File: src/rtl/mem_scan_pkg.sv
// Shared types and default widths for the memory sweep engine.
// Pure declarations: no logic, no latency, no flow control.
// The optional max-value datapath is selected with MEM_SCANNER_MAX_EN.
package mem_scan_pkg;

    localparam int MS_AW   = 8;
    localparam int MS_DW   = 16;
    localparam int MS_ACCW = 24;

    typedef enum logic [1:0] {
        IDLE = 2'd0,
        READ = 2'd1,
        DONE = 2'd2
    } scan_state_t;

endpackage

File: src/rtl/mem_scan_accum.sv
// Sum / key-match / max accumulators for one scan, optional max under MEM_SCANNER_MAX_EN.
// Latency: one word folded in per enabled clock; results visible the cycle after the edge.
// Backpressure: none; the caller gates with en_i, clr_i wins over en_i.
module mem_scan_accum
    import mem_scan_pkg::*;
#(
    parameter int AW   = MS_AW,
    parameter int DW   = MS_DW,
    parameter int ACCW = MS_ACCW
) (
    input  logic            clk,
    input  logic            reset,
    input  logic            clr_i,
    input  logic            en_i,
    input  logic [DW-1:0]   data_i,
    input  logic [DW-1:0]   key_i,
`ifdef MEM_SCANNER_MAX_EN
    output logic [DW-1:0]   max_val_o,
`endif
    output logic [ACCW-1:0] sum_o,
    output logic [AW:0]     match_count_o
);

    logic [ACCW-1:0] sum_q, sum_d;
    logic [AW:0]     cnt_q, cnt_d;

    always_comb begin
        sum_d = sum_q;
        cnt_d = cnt_q;
        if (clr_i) begin
            sum_d = '0;
            cnt_d = '0;
        end else if (en_i) begin
            // Words are unsigned; the sum wraps modulo 2^ACCW.
            sum_d = sum_q + {{(ACCW-DW){1'b0}}, data_i};
            cnt_d = cnt_q + {{AW{1'b0}}, (data_i == key_i)};
        end
    end

    always_ff @(posedge clk) begin
        if (reset) begin
            sum_q <= '0;
            cnt_q <= '0;
        end else begin
            sum_q <= sum_d;
            cnt_q <= cnt_d;
        end
    end

    assign sum_o         = sum_q;
    assign match_count_o = cnt_q;

`ifdef MEM_SCANNER_MAX_EN
    logic [DW-1:0] max_q, max_d;

    always_comb begin
        max_d = max_q;
        if (clr_i) begin
            max_d = '0;
        end else if (en_i && (data_i > max_q)) begin
            max_d = data_i;
        end
    end

    always_ff @(posedge clk) begin
        if (reset) begin
            max_q <= '0;
        end else begin
            max_q <= max_d;
        end
    end

    assign max_val_o = max_q;
`endif

endmodule

File: src/rtl/mem_scanner.sv
// Sweeps len words from base through Memory, reporting sum, key matches (and max with MEM_SCANNER_MAX_EN).
// Latency: one word per clock; done pulses len+1 cycles after the accepted start edge.
// Backpressure: none; start is ignored while busy, Memory is assumed to answer every read.
module mem_scanner
    import mem_scan_pkg::*;
#(
    parameter int AW   = MS_AW,
    parameter int DW   = MS_DW,
    parameter int ACCW = MS_ACCW
) (
    input  logic            clk,
    input  logic            reset,
    input  logic            start,
    input  logic [AW-1:0]   base,
    input  logic [AW:0]     len,
    input  logic [DW-1:0]   key,
    output logic [AW-1:0]   Address,
    output logic            re,
    output logic            we,
    input  logic [DW-1:0]   Data,
    output logic            busy,
    output logic            done,
`ifdef MEM_SCANNER_MAX_EN
    output logic [DW-1:0]   max_val,
`endif
    output logic [ACCW-1:0] sum,
    output logic [AW:0]     match_count
);

    scan_state_t   state_q, state_d;
    logic [AW-1:0] ptr_q, ptr_d;
    logic [AW:0]   rem_q, rem_d;
    logic [DW-1:0] key_q, key_d;
    logic          accept;

    assign accept = (state_q == IDLE) && start;

    always_ff @(posedge clk) begin
        if (reset) begin
            state_q <= IDLE;
        end else begin
            state_q <= state_d;
        end
    end

    always_comb begin
        state_d = state_q;
        case (state_q)
            IDLE: begin
                if (start) begin
                    state_d = (len == '0) ? DONE : READ;
                end
            end
            READ: begin
                if (rem_q == {{AW{1'b0}}, 1'b1}) begin
                    state_d = DONE;
                end
            end
            DONE:    state_d = IDLE;
            default: state_d = IDLE;
        endcase
    end

    always_comb begin
        re      = 1'b0;
        Address = '0;
        busy    = 1'b0;
        done    = 1'b0;
        case (state_q)
            READ: begin
                re      = 1'b1;
                Address = ptr_q;
                busy    = 1'b1;
            end
            DONE: begin
                busy = 1'b1;
                done = 1'b1;
            end
            default: ;
        endcase
    end

    assign we = 1'b0;

    // Pointer is AW bits wide, so base+k wraps through 0 with no extra logic.
    always_comb begin
        ptr_d = ptr_q;
        rem_d = rem_q;
        key_d = key_q;
        if (accept) begin
            ptr_d = base;
            rem_d = len;
            key_d = key;
        end else if (state_q == READ) begin
            ptr_d = ptr_q + 1'b1;
            rem_d = rem_q - 1'b1;
        end
    end

    always_ff @(posedge clk) begin
        if (reset) begin
            ptr_q <= '0;
            rem_q <= '0;
            key_q <= '0;
        end else begin
            ptr_q <= ptr_d;
            rem_q <= rem_d;
            key_q <= key_d;
        end
    end

    mem_scan_accum #(
        .AW   (AW),
        .DW   (DW),
        .ACCW (ACCW)
    ) u_accum (
        .clk           (clk),
        .reset         (reset),
        .clr_i         (accept),
        .en_i          (state_q == READ),
        .data_i        (Data),
        .key_i         (key_q),
`ifdef MEM_SCANNER_MAX_EN
        .max_val_o     (max_val),
`endif
        .sum_o         (sum),
        .match_count_o (match_count)
    );

endmodule
File: config.mk
export PLATFORM = sky130hd
export DESIGN_NAME = mem_scanner
export DESIGN_NICKNAME = d
export VERILOG_FILES = /design/src/rtl/mem_scan_pkg.sv /design/src/rtl/mem_scan_accum.sv /design/src/rtl/mem_scanner.sv
export SDC_FILE = /design/constraint.sdc
export NUM_CORES = 1
export LEC_CHECK = 0
export BUFFER_PORTS_ARGS = -buffer_cell sky130_fd_sc_hd__clkbuf_2
export CORE_ASPECT_RATIO = 1.1
export CORE_UTILIZATION = 40
export CTS_CLUSTER_SIZE = 40
export DETAILED_ROUTE_END_ITERATION = 10
export PLACE_DENSITY = 0.7
export SETUP_SLACK_MARGIN = 0.1
export SYNTH_ARGS = -nofsm -noshare
export SYNTH_HDL_FRONTEND = slang
export SYNTH_HIERARCHICAL = 1
export SYNTH_SLANG_ARGS = --single-unit
File: constraint.sdc
create_clock -name clk -period 2.9 [get_ports clk]
set_input_delay 0.58 -clock clk [delete_from_list [all_inputs] [get_ports clk]]
set_output_delay 0.58 -clock clk [all_outputs]
set_load 0.05 [all_outputs]
==> summary.txt, run 1 <==
STA
  – Min Tclk post-route: 2.50 ns
  – Fmax: approximately 400 MHz
  – Setup Skew: approximately 0.020 ns
  – Unrepaired setup endpoints after global routing: false
  – Final Max Slew Viols: 0
  – Final hold slack: ~0.45 ns
  – Setup TNS Final: 0 ns
  – Setup ws final: 0.396 ns
  – Final worst-path cycle share: 0.863
  – Setup violators final: 0
  – Worst-margin pin slew: slightly above 0.6 ns
  – Final hold vios: 0
  – Max transition margin: 0.589

Critical path
  – Critical path capture point type: flip-flop
  – Critical Path AT: around 2.8 ns
  – Max Fanout on Critical Path: 3
  – Required @ worst endpoint: approximately 3.2 ns
  – Register-to-Register Path Depth: 9
  – Critical path class: primary input to flip-flop
  – CP Launch Type: primary input

Clock network
  – Post-CTS setup buffer count: 0
  – Clk Latency, worst-skew pair: approximately 0.36 ns
  – # resized after CTS: 0
  – CTS tree: done
  – Total CTS buffers: 9
  – H-tree Lvls: 3
  – Clock slew at reported path FFs: roughly 0.070 ns
  – Hold_buf cts: 0
  – CTS root buf: clkbuf_8
  – Clk sinks: slightly below 70
  – CTS max path bufs: 2

Synthesis
  – Share of the synthesized area in the top cell type: 0.341
  – Mapped Nets: 552
  – Synth Flop Type: dfxtp_1
  – Avg Synthesized Cell Area: approximately 8.4 um2
  – Dominant cell type by area after synthesis: dfxtp_1
  – Post-Synthesis Cells: 475
  – Register area share after synthesis: 0.341
  – Yosys cell types: 59
  – #FFs+latches synth: 68
  – Area contributors post-synth: dfxtp_1 (34%), ha_1 (7.5%), xnor2_1 (6.6%), nand2_1 (5.6%), a21oi_1 (5.0%)
  – Post-synth EDFFs: 0
  – Yosys Warn Count: 6
  – Cell area after synthesis: 4000 um2
  – Post-synth ARST share: 0

Floorplan
  – Core area: approximately 9500 um2
  – Die Span Y: ~110 um
  – Total die area: just over 10000 um2
  – Die W: ~97 um
  – # IOs: just under 100
  – Initial Util: 0.419
  – Rows: 37

Placed design
  – Place WS: between 0.07 and 0.08 ns
  – GP Congestion: ~0.9
  – Placed cells: around 670
  – Hpwl dp: approximately 7600 um
  – IO buf count: 95

Drt
  – Via count: roughly 3700
  – Pre-antenna DRT Iters: 4
  – Drt total wl: roughly 10000 um
  – Via density per instance: ~5.4
  – Remaining antenna violation count after routing: 0
  – DRC: 0
  – Starting DRT DRC Count: 96
  – Average routed wire per standard cell: 14.5 um

Global routing
  – All-layer global routing usage: 0.194
  – First-pass GRT wire length: 16400 um
  – Total congestion overflow: 0
  – Initial antenna violation count: 0
  – Largest net degree at the start of global routing: 51
  – Number of global-route vias before repair: between 3000 and 4000

Finish
  – Diode count: 0
  – Commonest cells after routing, fill and taps aside: clkbuf_2 (95), dfxtp_1 (68), nand2_1 (60)
  – Post-Layout Cell Count: between 600 and 700
  – Share of cells above drive strength 1: 0.242
  – Register area: roughly 1400 um2
  – P&R area growth vs syn: 19.4%
  – FILL cells: roughly 940
  – Multi-input logic area: between 2000 and 3000 um2
  – Nets: around 640
  – Most common cell after layout, fill and taps aside: clkbuf_2

Min path
  – Worst hold path class: primary input to flip-flop
  – Hold path depth: 3

Power
  – Maximum VDD drop: 284 uV
  – Leak: roughly 2 nW
  – Total power per unit cell area: about 570 nW/um2
  – Pwr Total: roughly 2.7 mW

Status
  – Status: finished clean

Run
  – Max Cap Violations: 0
-- state kept, by name, indices dropped and copies added (netlist names) --
register and count:
key_q 16, ptr_q 8, rem_q 9, state_q 2, u_accum/match_count_o 9, u_accum/sum_o 24
-- synth_stat cells (9+ instances only) --
library cell  instances
a21oi_1              40
dfxtp_1              68
or3_1                 9
inv_1                 9
nor2_1               45
nand4_1              14
mux2i_1              15
nand2_1              60
clkbuf_1             14
xnor2_1              30
a211oi_1             12
ha_1                 24
o21ai_0              18
xor2_1               13
-- layer usage --
metal  wire, um  track usage  vias to the layer above
met5          0            0                        -
met1       4440        0.236                     1695
met4        279       0.0809                        0
li1           -            -                     1874
met3        637       0.0456                       24
met2       4620        0.328                      127
-- report_power, final --
| group | total [mW] | internal, mW | switching, mW |
|---|---|---|---|
| clock | 0.791 | 0.434 | 0.357 |
| combinational | 0.832 | 0.301 | 0.530 |
| sequential | 1.10 | 1.02 | 0.0813 |
| total | 2.73 | 1.76 | 0.968 |
-- worst max-delay path: stages --
cell	delay, ns
clkbuf_2	0.12
xnor2_1	0.26
nand4_1	0.19
nor4_1	0.49
ha_1	0.26
ha_1	0.16
and3_1	0.21
nand2_1	0.08
or3_1	0.31
a21oi_1	0.13
-- stage by stage --
stage	instance area [um2]	utilization
floorplan	4000	-
global placement	4580	0.480
detailed placement	4580	0.480
CTS	4770	0.500
global route	4770	0.500
finish	4770	0.500
-- worst paths after layout --
path,end,start,slack (ns)
setup reg to reg,u_accum/match_count_o[8],key_q[2],0.40
setup / recovery,u_accum/match_count_o[8],Data[8],0.40
hold reg to reg,key_q[4],key_q[4],0.47
hold / removal,key_q[15],key[15],0.45
-- logic make-up (layout without fill, tap and decap cells) --
family	count (synthesis)	count (layout)	synth area share
mux	15	15	0.0376
xor+xnor	43	43	0.0942
simple gates	175	175	0.218
flops	68	68	0.341
compound gates	119	119	0.200
other cells	1	1	0.000938
buf+inv	29	124	0.0288
fa+ha+maj	25	25	0.0801
-- layout make-up --
cell class	count	share of cell area
Clock inverter	2	0.00734
Clock buffer	12	0.0325
Sequential cell	68	0.285
Inverter	10	0.00787
Multi-Input combinational cell	378	0.529
Timing Repair Buffer	100	0.107
Tap cell	117	0.0307
(Power assumes the default switching activity.)
==> inputs of run 2 (changes only) <==
--- a/config.mk
+++ b/config.mk
@@ -5,12 +5,12 @@
 export SDC_FILE = /design/constraint.sdc
 export NUM_CORES = 1
 export LEC_CHECK = 0
-export BUFFER_PORTS_ARGS = -buffer_cell sky130_fd_sc_hd__clkbuf_2
 export CORE_ASPECT_RATIO = 1.1
 export CORE_UTILIZATION = 40
 export CTS_CLUSTER_SIZE = 40
 export DETAILED_ROUTE_END_ITERATION = 10
-export PLACE_DENSITY = 0.7
+export DONT_BUFFER_PORTS = 1
+export PLACE_DENSITY = 0.61
 export SETUP_SLACK_MARGIN = 0.1
 export SYNTH_ARGS = -nofsm -noshare
 export SYNTH_HDL_FRONTEND = slang
==> run 2 against run 1 <==
- non-clock buffer count decreased by 78
- flip-flop and latch count unchanged
- largest power group unchanged
- register-to-register slack gained 0.13 ns
- largest cell class unchanged
- design area fell by 7.0%
- critical endpoint is now u_accum/sum_o[22]
- combinational power shrank 4.3%
- setup slack better by 0.13 ns
==> summary.txt, run 2 (same netlist as run 1, synthesis figures left out) <==
Finish
  – Share of cells above drive strength 1: 0.126 (-0.117)
  – Layout Utilization: 0.465 (-0.0352)
  – FILL cells: 943 (+0.11%)
  – Diode count: 0 (unchanged)
  – Commonest cells after routing, fill and taps aside: dfxtp_1 (68), nand2_1 (60), nor2_1 (45)
  – Multi-input logic area: 2520 um2 (unchanged)
  – P&R area growth vs syn: 11.0%
  – Most common cell after layout, fill and taps aside: dfxtp_1
  – Register area: 1360 um2 (unchanged)
  – Post-Layout Cell Count: 611 (-11%)
  – Nets: 566 (-12%)
  – Number of flip-flops in the largest register: 24 (unchanged)

Critical path
  – CP cell instances: ha_1, fa_1, a211oi_2, o21ai_1, nand4b_1, a21oi_1, o21ai_0, mux2i_1
  – Critical path class: flip-flop to flip-flop
  – Register-to-Register Path Depth: 8 (-1)
  – Crit-path leading delay family: compound AO/OA/AOI/OAI gates
  – Reg2reg setup slack: 0.53 ns (+0.13 ns)
  – CP Launch Type: flip-flop
  – Max Fanout on Critical Path: 4 (+1)
  – Worst Setup EP: u_accum/sum_o[22]
  – Slowest-stage cell, CP: fa_1
  – Worst reg2reg path endpoint: u_accum/sum_o[22]
  – Critical Path Max Stage Delay: 0.46 ns (-0.03 ns)
  – Required @ worst endpoint: 3.17 ns (about the same)
  – FF-to-FF Start: u_accum/sum_o[0]
  – Critical Path AT: 2.64 ns (-0.14 ns)
  – Critical path depth in cells: 8 (-2)
  – Critical path capture point type: flip-flop
  – Buf/Inv on CP: 0 (-1)
  – Critical Path Start: u_accum/sum_o[0]

Drt
  – Drt total wl: 9930 um (-0.57%)
  – Via density per instance: 5.54 (+2.3%)
  – Average routed wire per standard cell: 16.2 um (+12%)
  – Starting DRT DRC Count: 92 (-4.2%)
  – Via count: 3384 (-9.0%)
  – Pre-antenna DRT Iters: 4 (unchanged)
  – DRC: 0 (unchanged)
  – Remaining antenna violation count after routing: 0 (unchanged)

Placed design
  – GP Congestion: 0.879 (-0.25%)
  – Place WS: 0.274 ns (+0.201 ns)
  – Placed cells: 595 (-12%)
  – IO buf count: 0 (-100%)
  – Hpwl dp: 7470 um (-1.7%)

Power
  – Maximum VDD drop: 363 uV (+28%)
  – Leak: 1.74 nW (-16%)
  – Total power per unit cell area: 608 nW/um2 (+6.5%)

Status
  – Status: finished clean

Run
  – Max Cap Violations: 0 (unchanged)

Clock network
  – Clk Latency, worst-skew pair: 0.34 ns (-0.02 ns)
  – # resized after CTS: 0 (unchanged)
  – CTS tree: done
  – Hold_buf cts: 0 (unchanged)
  – Clock slew at reported path FFs: 0.07 ns (about the same)
  – CTS max path bufs: 2 (unchanged)
  – Post-CTS setup buffer count: 0 (unchanged)
  – Total CTS buffers: 9 (unchanged)
  – CTS root buf: clkbuf_8
  – Clk sinks: 68 (unchanged)
  – H-tree Lvls: 3 (unchanged)

Global routing
  – Initial antenna violation count: 0 (unchanged)
  – Total congestion overflow: 0 (unchanged)
  – Number of global-route vias before repair: 3239 (-8.6%)
  – First-pass GRT wire length: 16200 um (-0.97%)
  – Largest net degree at the start of global routing: 51 (unchanged)
  – All-layer global routing usage: 0.198 (+0.00384)

STA
  – Fmax: 422 MHz (+5.6%)
  – Worst-margin pin slew: 0.643 ns (+0.0258 ns)
  – Setup Skew: 0.00862 ns (-0.0113 ns)
  – Setup violators final: 0 (unchanged)
  – Unrepaired setup endpoints after global routing: false
  – Setup ws final: 0.528 ns (+0.132 ns)
  – Final hold vios: 0 (unchanged)
  – Final Max Slew Viols: 0 (unchanged)
  – Setup TNS Final: 0 ns (unchanged)
  – Final worst-path cycle share: 0.818 (-0.0455)
  – Max transition margin: 0.571 (-0.0178)
  – Min Tclk post-route: 2.37 ns (-0.132 ns)

Floorplan
  – # IOs: 97 (unchanged)
  – Core area: 9540 um2 (unchanged)
  – Die Span Y: 107 um (unchanged)
  – Die W: 97.3 um (unchanged)
  – Total die area: 10400 um2 (unchanged)
  – Initial Util: 0.419 (unchanged)
  – Rows: 37 (unchanged)

Min path
  – Worst hold path class: primary input to flip-flop
[run 2: layer usage]
layer  wire [um]  vias up  global-route usage
met1        4320     1562               0.242
met2        4770       87               0.331
met5           0        -                   0
met3         689       10              0.0580
li1            -     1725                   -
met4         145        0              0.0672
[run 2: final cells by class]
class                   instances  share of cell area
well taps                     117              0.0330
inverters                      10             0.00846
multi-input cells             378               0.569
flip-flops and latches         68               0.307
repair buffers                 22              0.0372
clock inverters                 4              0.0107
clock buffers                  12              0.0350
[run 2: how the worst min path moves through the flow]
stage	start	endpoint	cells after the start
2_1_floorplan	key_q[0]	key_q[0]	2
3_3_place_gp	key_q[11]	key_q[11]	2
3_5_place_dp	key_q[9]	key_q[9]	2
4_1_cts	reset	key_q[15]	1
5_1_grt	reset	key_q[15]	1
6_report	reset	key_q[15]	1
[run 2: stage by stage]
stage | power [mW] | hold WS, ns | area [um2]
2_1_floorplan | 1.75 | 0.449 | 4000
3_3_place_gp | 1.90 | 0.450 | 4230
3_5_place_dp | 1.92 | 0.455 | 4230
4_1_cts | 2.72 | 0.282 | 4440
5_1_grt | 2.85 | 0.276 | 4440
6_report | 2.70 | 0.302 | 4440
[run 2: report_power, final]
| group | internal, mW | total, mW | switching (mW) |
|---|---|---|---|
| sequential | 1.02 | 1.10 | 0.0772 |
| combinational | 0.289 | 0.796 | 0.507 |
| clock | 0.442 | 0.804 | 0.362 |
| total | 1.75 | 2.70 | 0.946 |
